==> config.mk <==
export PLATFORM = sky130hd
export DESIGN_NAME = aurora_multilane_block_scheduler
export DESIGN_NICKNAME = d
export VERILOG_FILES = /design/src/rtl/aurora_multilane_block_scheduler.sv
export SDC_FILE = /design/constraint.sdc
export NUM_CORES = 1
export LEC_CHECK = 0
export BUFFER_PORTS_ARGS = -buffer_cell sky130_fd_sc_hd__buf_2
export CAP_MARGIN = 5
export CELL_PAD_IN_SITES_DETAIL_PLACEMENT = 0
export CELL_PAD_IN_SITES_GLOBAL_PLACEMENT = 1
export CORE_AREA = 2 2 305 307
export CTS_BUF_LIST = sky130_fd_sc_hd__clkbuf_16
export DETAILED_ROUTE_END_ITERATION = 16
export DIE_AREA = 0 0 307 309
export PLACE_DENSITY = 0.47
export SLEW_MARGIN = 5
export SYNTH_ARGS = -nofsm -noshare
export SYNTH_HDL_FRONTEND = slang
export SYNTH_SLANG_ARGS = --single-unit
==> constraint.sdc <==
create_clock -name Clk -period 2.7 [get_ports Clk]
set_clock_uncertainty 0.05 [all_clocks]
set_input_delay 0 -clock Clk [delete_from_list [all_inputs] [get_ports Clk]]
set_output_delay 0 -clock Clk [all_outputs]
set_load 0.005 [all_outputs]
==> src/rtl/aurora_multilane_block_scheduler.sv <==
// rtl/aurora_multilane_block_scheduler.sv - per-cycle 4-lane block set selection with sync headers
//
// Chooses one block set per non-paused cycle: clock-compensation idle, UserK,
// user data or idle, and registers it together with the 2-bit sync headers.
//
// Ports:
//   Clk          single clock domain
//   Rst          synchronous reset, active-high
//   LaneReady    all lanes aligned and bonded
//   TxPause      gearbox stall; current block set is held
//   SendBlock    UserK request level, held until BlockSent
//   UserKToSend  UserK payload per lane, block type already in [63:56]
//   DataValid    user data available
//   DataWords    user data, one 64-bit word per lane
//   DataReady    combinational accept for user data
//   BlockSent    one-cycle pulse when a UserK set is emitted
//   TxHeader     sync header per lane (01 data, 10 control)
//   TxData       block payload per lane
module aurora_multilane_block_scheduler #(
  parameter int NUM_LANES = 4,
  parameter int CC_PERIOD = 5000,
  parameter int CC_LEN    = 3
) (
  input  logic                       Clk,
  input  logic                       Rst,
  input  logic                       LaneReady,
  input  logic                       TxPause,
  input  logic                       SendBlock,
  input  logic [NUM_LANES-1:0][63:0] UserKToSend,
  input  logic                       DataValid,
  input  logic [NUM_LANES-1:0][63:0] DataWords,
  output logic                       DataReady,
  output logic                       BlockSent,
  output logic [NUM_LANES-1:0][1:0]  TxHeader,
  output logic [NUM_LANES-1:0][63:0] TxData
);

  localparam logic [63:0] IDLE     = 64'h7800_0000_0000_0000;
  localparam logic [63:0] NR_IDLE  = 64'h7820_0000_0000_0000;
  localparam logic [63:0] CC_IDLE  = 64'h7880_0000_0000_0000;
  localparam logic [1:0]  HDR_DATA = 2'b01;
  localparam logic [1:0]  HDR_CTRL = 2'b10;

  localparam int CNT_W = $clog2(CC_PERIOD + 1);
  localparam int LEN_W = $clog2(CC_LEN + 1);

  typedef enum logic [1:0] {
    NOT_READY,
    RUN,
    CC
  } state_t;

  state_t                     state, state_nxt;
  logic [CNT_W-1:0]           cc_cnt, cc_cnt_nxt;
  logic [LEN_W-1:0]           cc_len_cnt, cc_len_nxt;
  logic [NUM_LANES-1:0][1:0]  hdr_nxt;
  logic [NUM_LANES-1:0][63:0] data_nxt;
  logic                       bs_nxt;
  logic                       userk_req;

  // BlockSent masks the request that upstream has not yet had a cycle to retire.
  assign userk_req = SendBlock & ~BlockSent;
  assign DataReady = ~Rst & LaneReady & ~TxPause & (state == RUN) & ~userk_req;

  always_comb begin
    state_nxt  = state;
    cc_cnt_nxt = cc_cnt;
    cc_len_nxt = cc_len_cnt;
    hdr_nxt    = TxHeader;
    data_nxt   = TxData;
    bs_nxt     = 1'b0;
    if (!LaneReady) begin
      // Loss of alignment overrides pause and any CC burst in progress.
      state_nxt  = NOT_READY;
      cc_cnt_nxt = '0;
      cc_len_nxt = '0;
      hdr_nxt    = {NUM_LANES{HDR_CTRL}};
      data_nxt   = {NUM_LANES{NR_IDLE}};
    end else if (!TxPause) begin
      unique case (state)
        NOT_READY: begin
          state_nxt = RUN;
          hdr_nxt   = {NUM_LANES{HDR_CTRL}};
          data_nxt  = {NUM_LANES{NR_IDLE}};
        end
        RUN: begin
          if (cc_cnt == CNT_W'(CC_PERIOD - 1)) begin
            cc_cnt_nxt = '0;
            state_nxt  = CC;
          end else begin
            cc_cnt_nxt = cc_cnt + 1'b1;
          end
          // The CC entry cycle still carries a RUN-priority block set.
          if (userk_req) begin
            hdr_nxt  = {NUM_LANES{HDR_CTRL}};
            data_nxt = UserKToSend;
            bs_nxt   = 1'b1;
          end else if (DataValid) begin
            // DataReady is necessarily high on this branch.
            hdr_nxt  = {NUM_LANES{HDR_DATA}};
            data_nxt = DataWords;
          end else begin
            hdr_nxt  = {NUM_LANES{HDR_CTRL}};
            data_nxt = {NUM_LANES{IDLE}};
          end
        end
        CC: begin
          hdr_nxt  = {NUM_LANES{HDR_CTRL}};
          data_nxt = {NUM_LANES{CC_IDLE}};
          if (cc_len_cnt == LEN_W'(CC_LEN - 1)) begin
            cc_len_nxt = '0;
            state_nxt  = RUN;
          end else begin
            cc_len_nxt = cc_len_cnt + 1'b1;
          end
        end
        default: state_nxt = NOT_READY;
      endcase
    end
  end

  always_ff @(posedge Clk) begin
    if (Rst) begin
      state      <= NOT_READY;
      cc_cnt     <= '0;
      cc_len_cnt <= '0;
      TxHeader   <= {NUM_LANES{HDR_CTRL}};
      TxData     <= {NUM_LANES{NR_IDLE}};
      BlockSent  <= 1'b0;
    end else begin
      state      <= state_nxt;
      cc_cnt     <= cc_cnt_nxt;
      cc_len_cnt <= cc_len_nxt;
      TxHeader   <= hdr_nxt;
      TxData     <= data_nxt;
      BlockSent  <= bs_nxt;
    end
  end

endmodule

Word-level counts from Yosys, hierarchy flattened
Index checks and enable logic that the tools add are counted.

word-level totals
  RAM bits = 0
  register bits after elaboration = 282
  word-level logic and storage cells = 54
  ROM bits = 0
  memories = 0
  bits in latches = 0
  input bits = 518
  output and inout port bits = 266

operators by class
  muxes and demuxes = 12
  $lt $le $gt $ge = 0
  divide/modulo/power cells = 0
  shift operators = 0
  multipliers = 0
  bitwise logic cells = 11
  add/subtract/negate cells = 2
  equal/unequal tests = 6
  reduce and logical (&&, ||, !) cells = 11

operators with widths
  cell                   count
  $pmux 256 s3           1
  $mux 256               2
  $mux 8                 2
  $pmux 8 s2             1
  $add 13x1->13 const B  1
  $eq 13x13->1 const B   1
  $mux 13                1
  $reduce_and 2->1       4
  $mux 2                 3
  $not 1->1              6
  $pmux 2 s3             1
  $and 1x1->1            5
  $eq 2x2->1 const B     2
  $reduce_or 2->1        2
  $reduce_or 4->1        1
  $reduce_and 3->1       1
  $reduce_bool 3->1      1
  $add 2x1->2 const B    1
  $eq 2x1->1 const B     1
  $logic_not 2->1        1
  $ne 2x1->1 const B     1
  $ne 2x2->1 const B     1
  $reduce_bool 2->1      1
  $mux 1                 1

Depth between registers and ports, before layout
Gate-level depths: netlist (run 1).

  word-level depth = 5
  gate-level depth with buffers = 8
  depth with buffers taken out = 6

Least setup slack after synthesis (run 1)
OpenSTA, ideal clock, no wires.

  path type = reg2reg
  start = register state[1]
  end = register cc_cnt[10]
  clock period less this slack = 1599 ps
  path buffers = 2
  required time = 2533 ps
  cell stages (with the launch flop) = 9
  setup time = 117 ps
  data arrival time = 1431 ps
  setup slack = 1101 ps
  path through = dfxtp_1 -> inv_1 -> ha_1 -> buf_2 -> nor2b_1 -> nand4_1 -> nand2_1 -> buf_2 -> nor2_1

between the ends
  longest elaborated chain between the ends = 2

ends and longest elaborated chain
  what                        RTL line  source
  start, declared             53        state_t state, state_nxt;
  start signal, assigned      131       state <= state_nxt;
  $eq 2x1->1                  80        unique case (state)
  $reduce_and 2->1 (no line)  --
  end signal, assigned        132       cc_cnt <= cc_cnt_nxt;
  end, declared               54        logic [CNT_W-1:0] cc_cnt, cc_cnt_nxt;

No other way between the ends.
A chain may end at the register's enable or synchronous reset.

Final worst setup path (run 1)
  start = register BlockSent
  end = register TxData[191] (netlist name)

between the ends
  longest elaborated chain between the ends = 4

ends and longest elaborated chain
  what                    RTL line  source
  start, declared         33        output logic BlockSent,
  start signal, assigned  136       BlockSent <= bs_nxt;
  $not 1->1               62        assign userk_req = SendBlock & ~BlockSent;
  $and 1x1->1             62
  $mux 256                94        if (userk_req) begin
  $pmux 256 s3            80
  end signal, assigned    128       TxData <= {NUM_LANES{NR_IDLE}};
  end signal, assigned    135       TxData <= data_nxt;
  end, declared           35        output logic [NUM_LANES-1:0][63:0] TxData

No other way between the ends.

==> results of run 1 <==
[repair_timing]
item | 4_1_cts | 5_1_grt
hold endpoints to repair | 263 | 0
buffers inserted | 0 | 3
gates resized for setup | 0 | 2
endpoints found under the setup margin | 0 | 73
hold buffers | 514 | 0
[sequential cells by signal (all words and copies together) (netlist names)]
name and count:
cc_len_cnt 2, state 2, TxHeader 2, TxData 256
BlockSent 1, cc_cnt 13
[cells by family after synthesis]
logic type	share of synthesized area
XOR/XNOR	0.00673
buffers and inverters	0.0818
AO/OA/AOI/OAI	0.257
flip-flops	0.354
multiplexers	0.00128
AND/OR/NAND/NOR	0.296
adder cells (fa/ha/maj)	0.00401
[layout make-up]
class                      instances  area share
clock inverter                    29     0.00556
multi-input combinational       1373       0.328
tap                             1186      0.0549
inverter                           4    0.000556
antenna                           17     0.00157
clock buffer                      41      0.0380
timing repair buffer            1374       0.367
sequential                       276       0.204
[per-layer routing]
metal | vias up | track usage
li1 | 8733 | -
met1 | 8502 | 0.172
met2 | 588 | 0.268
met3 | 132 | 0.0414
met4 | 12 | 0.0661
met5 | - | 0
[per-stage QoR]
stage	utilization	total power [mW]	TNS, ns	area (um2)
after floorplan	-	4.87	0	15600
after global placement	0.226	5.51	0	20600
after detailed placement	0.226	5.50	0	20600
after CTS	0.295	10.9	0	26900
after global routing	0.296	11.1	-0.00291	27000
final	0.296	10.6	0	27000
[Yosys cell counts]
cell type	number	area, um2
nand3b_1	16	120
dfxtp_1	276	5530
nand4_1	7	43.8
and4b_1	1	10.0
a31oi_1	20	125
nand3_1	42	210
a21o_1	232	1740
nor4b_2	2	30.0
o21ai_0	1	5.00
clkbuf_1	48	180
a211oi_2	1	12.5
ha_1	5	62.6
xor2_1	6	52.6
buf_4	23	173
nand2_1	487	1830
a21oi_1	46	230
nor4_1	2	12.5
o21ai_1	22	110
mux2i_1	2	20.0
xnor2_1	6	52.6
buf_6	4	45.0
o211a_1	1	10.0
nor3b_1	4	30.0
nor2_2	1	6.26
and2_1	1	6.26
and4_1	3	26.3
nor2_1	35	131
buf_1	1	3.75
or2_1	1	6.26
inv_1	4	15.0
buf_2	84	420
nor3_1	4	20.0
nor2b_1	4	25.0
buf_12	22	440
o32ai_1	1	8.76
nand3_2	199	1990
nand2b_1	19	119
a211o_1	4	35.0
a21oi_2	198	1730
[cell usage in the layout, fill, tap and decap left out, types with 2 or more instances in the layout]
cell type / instances
a211o_1: 4
nor2b_1: 3
nand3_2: 199
buf_12: 22
xor2_1: 6
a31oi_1: 20
a21oi_2: 198
buf_4: 55
nor3b_1: 4
nor2_1: 35
mux2i_1: 2
a21o_1: 232
nor4b_2: 2
nand3_1: 41
clkinv_1: 13
nand4_1: 7
clkbuf_16: 41
xnor2_1: 6
buf_2: 782
nand3b_1: 16
nand2_1: 487
and4_1: 3
dfxtp_1: 276
nand2b_1: 17
diode_2: 17
nor3_1: 4
ha_1: 4
inv_1: 12
clkinv_2: 5
o21ai_1: 22
nor4_1: 2
nand2b_4: 2
dlygate4sd3_1: 514
a21oi_1: 46
[power by group through the flow]
| stage | Combinational, mW | Sequential [mW] | Clock (mW) |
|---|---|---|---|
| 2_1_floorplan | 0.691 | 4.18 | 0 |
| 3_3_place_gp | 1.33 | 4.18 | 0 |
| 3_5_place_dp | 1.32 | 4.18 | 0 |
| 4_1_cts | 1.68 | 4.09 | 5.11 |
| 5_1_grt | 1.80 | 4.09 | 5.23 |
| 6_report | 1.66 | 4.09 | 4.86 |
[worst min-delay path, stage by stage]
cell	delay [ns]
buf_2	0.09
nor3b_1	0.04
a21oi_1	0.17
o21ai_1	0.17
a21oi_1	0.16
[final timing paths]
path | to | start | depth (start not counted)
max | TxData[191] | BlockSent | 7
max reg2reg | TxData[191] | BlockSent | 7
min reg2reg | TxData[8] | TxData[8] | 2
min | TxData[247] | UserKToSend[247] | 5
==> impl_metrics.env, run 1 <==
export IMPL_outcome="completed"
export IMPL_cts_tree="built"
export IMPL_cts_buffers=39
export IMPL_ctsLongestPathBuffers=3
export IMPL_crit_slowest_cell="dlygate4sd3_1"
export IMPL_htree_levels=2
export IMPL_synth_seq_area_share=0.354
export IMPL_cpPeakStageDelay_ns=0.55
export IMPL_io_pins=784
export IMPL_start_util=0.171
export IMPL_synth_area_um2=15600
export IMPL_filler_cell_count=9966
export IMPL_drive_gt1_frac=0.425
export IMPL_slew_headroom=0.426
export IMPL_synth_warnings=0
export IMPL_fin_cells=4300
export IMPL_setup_worst_path_class="reg2reg"
export IMPL_syn2layout_area_growth_pct=73.0
export IMPL_drt_wl_total_um=76400
export IMPL_syn_area_per_cell_um2=8.51
export IMPL_synth_fp_nets=2358
export IMPL_cp_max_fo=41
export IMPL_nNetsFinal=3591
export IMPL_hold_slack_ns=0.0901
export IMPL_crit_family="buffers and inverters"
export IMPL_overflow=0
export IMPL_wl_met2_um=38200
export IMPL_grt_usage=0.152
export IMPL_path_cells="nand2b_4 -> buf_12 -> buf_4 -> nand3_1 -> a21o_1 -> dlygate4sd3_1 -> a21oi_1"
export IMPL_clock_latency_ns=0.53
export IMPL_cts_num_sinks=276
export IMPL_via_count=18000
export IMPL_p_sw_mw=2.91
export IMPL_hold_class="in2reg"
export IMPL_gp_congestion=0.828
export IMPL_ant_nets=0
export IMPL_ir_drop_uv=278
export IMPL_dp_hpwl_um=54700
export IMPL_die_x_um=307
export IMPL_clk_pin_slew_worst_paths_ns=0.06
export IMPL_dr_first_iter_drc_count=932
export IMPL_grt_pass1_vias=18500
export IMPL_post_route_period_util=0.943
export IMPL_period_needed_ns=2.55
export IMPL_endpoint_kind="register"
export IMPL_drc_errors=0
export IMPL_wl_met1_um=30200
export IMPL_fmax_ghz=0.393
export IMPL_firstDrtPassIters=5
export IMPL_dieArea_um2=94900
export IMPL_fin_ws_ns=0.154
export IMPL_critPathLaunchType="register"
export IMPL_viasPerCell=4.18
export IMPL_cts_root_buf="clkbuf_16"
export IMPL_wl_per_cell_um=17.8
export IMPL_synth_distinct_cells=39
export IMPL_critPathBufInv=3
export IMPL_hold_viol=0
export IMPL_rows=111
export IMPL_multiInputGateArea_um2=8860
export IMPL_pwr_share_seq=0.386
export IMPL_portBuffers=783
export IMPL_antenna_found_initial=23
export IMPL_core_area_um2=91400
export IMPL_leakage_nw=10.2
export IMPL_pwr_share_comb=0.156
export IMPL_grt_max_degree=110
export IMPL_place_ws_ns=0.524
export IMPL_slew_violations=0
export IMPL_sw_frac_of_total=0.274
export IMPL_setup_violations=0
export IMPL_max_cap_violations=0
export IMPL_top_layer="met5"
export IMPL_fp_dieH_um=309
export IMPL_place_inst=3696
export IMPL_cp_required_ns=3.13
export IMPL_internal_power_mw=7.70
export IMPL_rrSetupSlack_ns=0.15
export IMPL_met3WireLength_um=5190
export IMPL_powerDensity_nw_per_um2=393
export IMPL_syn_inst=1835
export IMPL_clockPowerShare=0.458
export IMPL_cp_arrival_ns=2.98
export IMPL_ff_latch_area_um2=5530
export IMPL_worst_pin_slew_ns=0.861
export IMPL_grt_first_pass_wirelength_um=112000
export IMPL_ys_ff_latch=276
No activity file was read; power rests on OpenSTA's default activity.
==> run 2, diff against run 1 <==
--- a/config.mk
+++ b/config.mk
@@ -5,15 +5,16 @@
 export SDC_FILE = /design/constraint.sdc
 export NUM_CORES = 1
 export LEC_CHECK = 0
+export ABC_AREA = 1
 export BUFFER_PORTS_ARGS = -buffer_cell sky130_fd_sc_hd__buf_2
 export CAP_MARGIN = 5
 export CELL_PAD_IN_SITES_DETAIL_PLACEMENT = 0
 export CELL_PAD_IN_SITES_GLOBAL_PLACEMENT = 1
-export CORE_AREA = 2 2 305 307
+export CORE_AREA = 2 2 307 309
 export CTS_BUF_LIST = sky130_fd_sc_hd__clkbuf_16
 export DETAILED_ROUTE_END_ITERATION = 16
-export DIE_AREA = 0 0 307 309
-export PLACE_DENSITY = 0.47
+export DIE_AREA = 0 0 309 311
+export PLACE_DENSITY = 0.55
 export SLEW_MARGIN = 5
 export SYNTH_ARGS = -nofsm -noshare
 export SYNTH_HDL_FRONTEND = slang
==> run 2 against run 1 <==
  * Clock-buffer cell count did not move
  * Core utilization fell by 2.8 points
  * Hold slack improved by 0.029 ns
  * Sequential share of layout area rose by 1.8 points
  * Combinational power rose by 13%
  * Via count fell by 1.0%
  * Power rose by 1.9%
  * Sequential power barely moved
  * Critical endpoint is now TxData[18]
  * Largest cell class unchanged
  * Highest routed layer is now met4
==> impl_metrics.env, run 2 <==
export IMPL_outcome="completed"
export IMPL_cts_tree="built"
export IMPL_firstDrtPassIters=5
export IMPL_die_x_um=309
export IMPL_yosys_area_top_type="dfxtp_1"
export IMPL_cts_num_sinks=276
export IMPL_syn2layout_area_growth_pct=87.6
export IMPL_post_route_period_util=0.923
export IMPL_grt_usage=0.142
export IMPL_nNetsFinal=3861
export IMPL_io_pins=784
export IMPL_hold_depth=5
export IMPL_fmax_ghz=0.401
export IMPL_internal_power_mw=7.97
export IMPL_hold_viol=0
export IMPL_path_cells="inv_1 -> nand2_4 -> buf_4 -> inv_8 -> buf_12 -> nand2_1 -> nand2_1 -> dlygate4sd3_1 -> nand2_1 -> a21oi_1"
export IMPL_wl_per_cell_um=15.4
export IMPL_synth_edff_count=0
export IMPL_drt_wl_total_um=71500
export IMPL_clockPowerShare=0.448
export IMPL_grt_first_pass_wirelength_um=106000
export IMPL_leakage_nw=11.7
export IMPL_yosysMostFrequentCell="nand2_1"
export IMPL_grt_max_degree=91
export IMPL_clock_latency_ns=0.55
export IMPL_portBuffers=783
export IMPL_setup_worst_path_class="reg2reg"
export IMPL_cts_root_buf="clkbuf_16"
export IMPL_cpPeakStageDelay_ns=0.55
export IMPL_cp_required_ns=3.13
export IMPL_hold_class="in2reg"
export IMPL_rows=112
export IMPL_busiest_layer="met2"
export IMPL_viasPerCell=3.84
export IMPL_grt_pass1_vias=18100
export IMPL_worst_pin_slew_ns=0.635
export IMPL_crit_slowest_cell="dlygate4sd3_1"
export IMPL_top_register="TxData"
export IMPL_synth_warnings=0
export IMPL_fin_cells=4632
export IMPL_rsz0062_at_grt="no"
export IMPL_synthTopCellsByCount="nand2_1, dfxtp_1, a21oi_1, clkbuf_1, nor2_1"
export IMPL_fp_dieH_um=311
export IMPL_start_util=0.143
export IMPL_syn_inst=2094
export IMPL_period_needed_ns=2.49
export IMPL_gp_congestion=0.889
export IMPL_p_sw_mw=2.85
export IMPL_via_count=17800
export IMPL_met3_usage=0.0321
export IMPL_sw_frac_of_total=0.263
export IMPL_ys_ff_latch=276
export IMPL_async_flop_share=0
export IMPL_use_met1=0.163
export IMPL_crit_top_cell="nand2_1"
export IMPL_largest_register_ffs=256
export IMPL_filler_cell_count=10600
export IMPL_drive_gt1_frac=0.270
export IMPL_cp_max_fo=67
export IMPL_endpoint_kind="register"
export IMPL_postPlaceCellArea_um2=18500
export IMPL_antenna_found_initial=12
export IMPL_place_inst=4036
export IMPL_dp_hpwl_um=51900
export IMPL_slew_violations=0
export IMPL_slew_headroom=0.577
export IMPL_synth_distinct_cells=33
export IMPL_syn_area_per_cell_um2=6.32
export IMPL_synthFlopType="dfxtp_1"
export IMPL_synth_area_um2=13200
export IMPL_tns_ns=0
export IMPL_synth_fp_nets=2617
export IMPL_htree_levels=2
export IMPL_ant_nets=0
export IMPL_ff2ff_path_depth=10
export IMPL_cp_arrival_ns=2.92
export IMPL_core_area_um2=92800
export IMPL_largest_registers="TxData x256, cc_cnt x13"
export IMPL_use_met2=0.253
export IMPL_clk_pin_slew_worst_paths_ns=0.06
export IMPL_dieArea_um2=96100
export IMPL_max_cap_violations=0
export IMPL_drc_errors=0
export IMPL_overflow=0
export IMPL_synth_seq_area_share=0.417
export IMPL_synthTopCellsByArea="dfxtp_1, nand2_1, a21oi_1"
export IMPL_pwr_share_seq=0.378
export IMPL_pwr_share_comb=0.174
export IMPL_final_area_um2=24800
export IMPL_ctsLongestPathBuffers=3
export IMPL_critPathLaunchType="register"
export IMPL_powerDensity_nw_per_um2=436
export IMPL_synth_top_area_frac=0.417
export IMPL_cts_buffers=38
export IMPL_final_cell_mix="nand2_1, buf_2, dlygate4sd3_1"
export IMPL_ir_drop_uv=305
export IMPL_layout_commonest_cell="nand2_1"
export IMPL_dr_first_iter_drc_count=728
export IMPL_setup_violations=0
run 2: through the flow:
| step | power (mW) | hold slack, ns | util | worst slack (ns) |
|---|---|---|---|---|
| final | 10.8 | 0.119 | 0.268 | 0.209 |
| after global routing | 11.4 | 0.147 | 0.268 | 0.0631 |
| after CTS | 11.0 | 0.113 | 0.267 | 0.0876 |
| after detailed placement | 5.37 | 0.293 | 0.199 | 0.650 |
| after global placement | 5.38 | 0.291 | 0.199 | 0.687 |
| after floorplan | 4.72 | 0.111 | - | 1.15 |
run 2: path summary, 6_finish.rpt:
check | startpoint | to | slack, ns
setup / recovery | BlockSent | TxData[18] | 0.21
hold / removal | LaneReady | cc_cnt[2] | 0.12
setup reg to reg | BlockSent | TxData[18] | 0.21
hold reg to reg | TxData[201] | TxData[201] | 0.41
run 2: worst max-delay path, delay by kind of cell (launching register included):
kind	cells	cell delay, ns
buffers and inverters	5	1.43
flip-flops	1	0.30
AO/OA/AOI/OAI	1	0.13
AND/OR/NAND/NOR	4	0.40
run 2: layout make-up:
cell class,count,area (um2),area share
clock inverter,28,140,0.00564
timing repair buffer,1350,9640,0.388
clock buffer,41,1030,0.0413
multi-input combinational,1643,6760,0.272
tap,1254,1570,0.0632
antenna,11,27.5,0.00111
sequential,276,5530,0.223
inverter,29,144,0.00579
run 2: metal layers:
metal  share of wire  routed length [um]
met2            0.49               35300
met1            0.42               29700
met5               0                   0
met3           0.060                4310
met4           0.032                2260
run 2: logic make-up after synthesis:
kind of cell | Yosys count | share of synthesized area
compound gates | 301 | 0.117
xor+xnor | 4 | 0.00265
fa+ha+maj | 5 | 0.00473
buf+inv | 175 | 0.0723
flops | 276 | 0.417
simple gates | 1333 | 0.386
run 2: repair_timing:
item | 4_1_cts | 5_1_grt
setup endpoints to repair | 0 | 19
hold buffers | 516 | 0
setup buffers | 0 | 0
endpoints found under the hold margin | 266 | 0
gates resized for setup | 0 | 3
run 2: power by group through the flow:
stage	Combinational [mW]	Clock, mW	Sequential (mW)
2_1_floorplan	0.541	0	4.18
3_3_place_gp	1.20	0	4.18
3_5_place_dp	1.19	0	4.18
4_1_cts	1.89	5.07	4.09
5_1_grt	2.06	5.20	4.09
6_report	1.88	4.84	4.09
==> run 3, diff against run 2 <==
--- a/config.mk
+++ b/config.mk
@@ -19,3 +19,4 @@
 export SYNTH_ARGS = -nofsm -noshare
 export SYNTH_HDL_FRONTEND = slang
 export SYNTH_SLANG_ARGS = --single-unit
+export TNS_END_PERCENT = 5
==> constraint.sdc (replaced) <==
create_clock -name Clk -period 2.7 [get_ports Clk]
set_clock_uncertainty 0.05 [all_clocks]
set_input_delay 0.135 -clock Clk [delete_from_list [all_inputs] [get_ports Clk]]
set_output_delay 0.135 -clock Clk [all_outputs]
set_load 0.005 [all_outputs]
==> run 3 against run 2 <==
  * Core utilization fell by 0.21 points
  * Die area did not move
  * Hold slack got worse by 0.11 ns
  * Register-to-register slack improved by 0.04 ns
  * First-iteration DRC count rose by 11%
  * Cell area fell by 0.78%
  * Wire length fell by 1.7%
  * Largest power group unchanged
  * Highest routed layer is now met5
==> impl_metrics.env, run 3 (same netlist as run 2, synthesis figures left out) <==
export IMPL_crit_slowest_cell="dlygate4sd3_1"
export IMPL_die_x_um=309
export IMPL_cp_max_fo=50
export IMPL_fin_cells=4608
export IMPL_largest_registers="TxData x256, cc_cnt x13"
export IMPL_overflow=0
export IMPL_drc_errors=0
export IMPL_tns_ns=0
export IMPL_crit_family="buffers and inverters"
export IMPL_via_count=17500
export IMPL_ant_nets=0
export IMPL_rsz0062_at_grt="no"
export IMPL_dr_first_iter_drc_count=805
export IMPL_hold_viol=0
export IMPL_max_cap_violations=0
export IMPL_grt_first_pass_wirelength_um=104000
export IMPL_core_area_um2=92800
export IMPL_io_pins=784
export IMPL_antenna_found_initial=10
export IMPL_cts_buffers=38
export IMPL_portBuffers=783
export IMPL_setup_violations=0
export IMPL_cp_required_ns=3.08
export IMPL_period_needed_ns=2.45
export IMPL_cp_arrival_ns=2.83
export IMPL_gp_congestion=0.878
export IMPL_grt_max_degree=112
export IMPL_drt_wl_total_um=70300
export IMPL_syn2layout_area_growth_pct=86.1
export IMPL_rows=112
export IMPL_largest_register_ffs=256
export IMPL_ir_drop_uv=286
export IMPL_outcome="completed"
export IMPL_powerDensity_nw_per_um2=437
export IMPL_drive_gt1_frac=0.274
export IMPL_fin_ws_ns=0.246
export IMPL_cts_num_sinks=276
export IMPL_top_register="TxData"
export IMPL_layout_commonest_cell="nand2_1"
export IMPL_cts_root_buf="clkbuf_16"
export IMPL_hold_class="in2reg"
export IMPL_cts_tree="built"
export IMPL_place_ws_ns=0.558
export IMPL_fp_dieH_um=311
export IMPL_cpPeakStageDelay_ns=0.56
export IMPL_post_route_period_util=0.909
export IMPL_grt_pass1_vias=17700
export IMPL_leakage_nw=11.6
export IMPL_dieArea_um2=96100
export IMPL_grt_usage=0.139
export IMPL_dp_hpwl_um=51700
export IMPL_setup_worst_path_class="reg2reg"
export IMPL_final_cell_mix="nand2_1, buf_2, dlygate4sd3_1"
export IMPL_hold_slack_ns=0.0136
export IMPL_ctsLongestPathBuffers=3
export IMPL_wl_per_cell_um=15.3
export IMPL_start_util=0.143
export IMPL_firstDrtPassIters=5
export IMPL_nNetsFinal=3845
export IMPL_slew_headroom=0.414
export IMPL_worst_pin_slew_ns=0.878
export IMPL_clk_pin_slew_worst_paths_ns=0.06
export IMPL_slew_violations=0
export IMPL_fin_util=0.266
export IMPL_fmax_ghz=0.408
export IMPL_critPathBufInv=5
export IMPL_clock_latency_ns=0.54
export IMPL_path_cells="inv_1 -> nand2_4 -> nand2_4 -> clkinv_8 -> buf_12 -> buf_4 -> nand2_1 -> nand2_1 -> nand2_2 -> a21oi_2 -> dlygate4sd3_1"
export IMPL_place_inst=4033
export IMPL_viasPerCell=3.80
export IMPL_critPathLaunchType="register"
export IMPL_endpoint_kind="register"
export IMPL_htree_levels=2
-- run 3: cell type report --
| class | count | area, um2 |
|---|---|---|
| fillers | 10600 | 68100 |
| repair buffers | 1334 | 9470 |
| multi-input cells | 1643 | 6760 |
| flip-flops and latches | 276 | 5530 |
| well taps | 1254 | 1570 |
| clock buffers | 39 | 976 |
| clock inverters | 23 | 159 |
| inverters | 29 | 153 |
| diodes | 10 | 25.0 |
-- run 3: timing repair --
action / CTS / global route
setup buffers: 0 / 3
hold buffers: 500 / 0
gates resized for setup: 0 / 4
setup endpoints to repair: 0 / 142
endpoints found under the hold margin: 256 / 0
-- run 3: through the flow --
stage | area (um2) | total power [mW]
3_5_place_dp | 18400 | 5.37
3_3_place_gp | 18400 | 5.38
6_report | 24600 | 10.8
4_1_cts | 24600 | 11.0
2_1_floorplan | 13200 | 4.72
5_1_grt | 24600 | 11.3
-- run 3: report_power, final --
| part | switching [mW] | internal, mW | leakage (nW) |
|---|---|---|---|
| registers | 0.00756 | 4.08 | 2.22 |
| logic | 0.804 | 1.05 | 8.78 |
| clock network | 2.03 | 2.79 | 0.585 |
-- run 3: final timing paths --
kind | startpoint | to | slack, ns | cells past startpoint
worst max-delay path | BlockSent | TxData[221] | 0.25 | 11
worst min-delay path | UserKToSend[114] | TxData[114] | 0.01 | 5
worst max register to register | BlockSent | TxData[221] | 0.25 | 11
worst min register to register | TxData[97] | TxData[97] | 0.41 | 2
-- run 3: worst reg2reg max path, cell delays in order (launching register included) --
cell and delay, ns:
dfxtp_1 0.32, inv_1 0.09, nand2_4 0.07, nand2_4 0.21, clkinv_8 0.22, buf_12 0.24
buf_4 0.34, nand2_1 0.07, nand2_1 0.07, nand2_2 0.07, a21oi_2 0.05, dlygate4sd3_1 0.56
-- run 3: per-layer routing --
layer | global-route usage | routed length (um) | vias up
met5 | 0 | 24 | -
met4 | 0.0372 | 1470 | 4
met3 | 0.0346 | 5070 | 80
met2 | 0.249 | 34600 | 520
met1 | 0.164 | 29100 | 7930
li1 | - | - | 8971
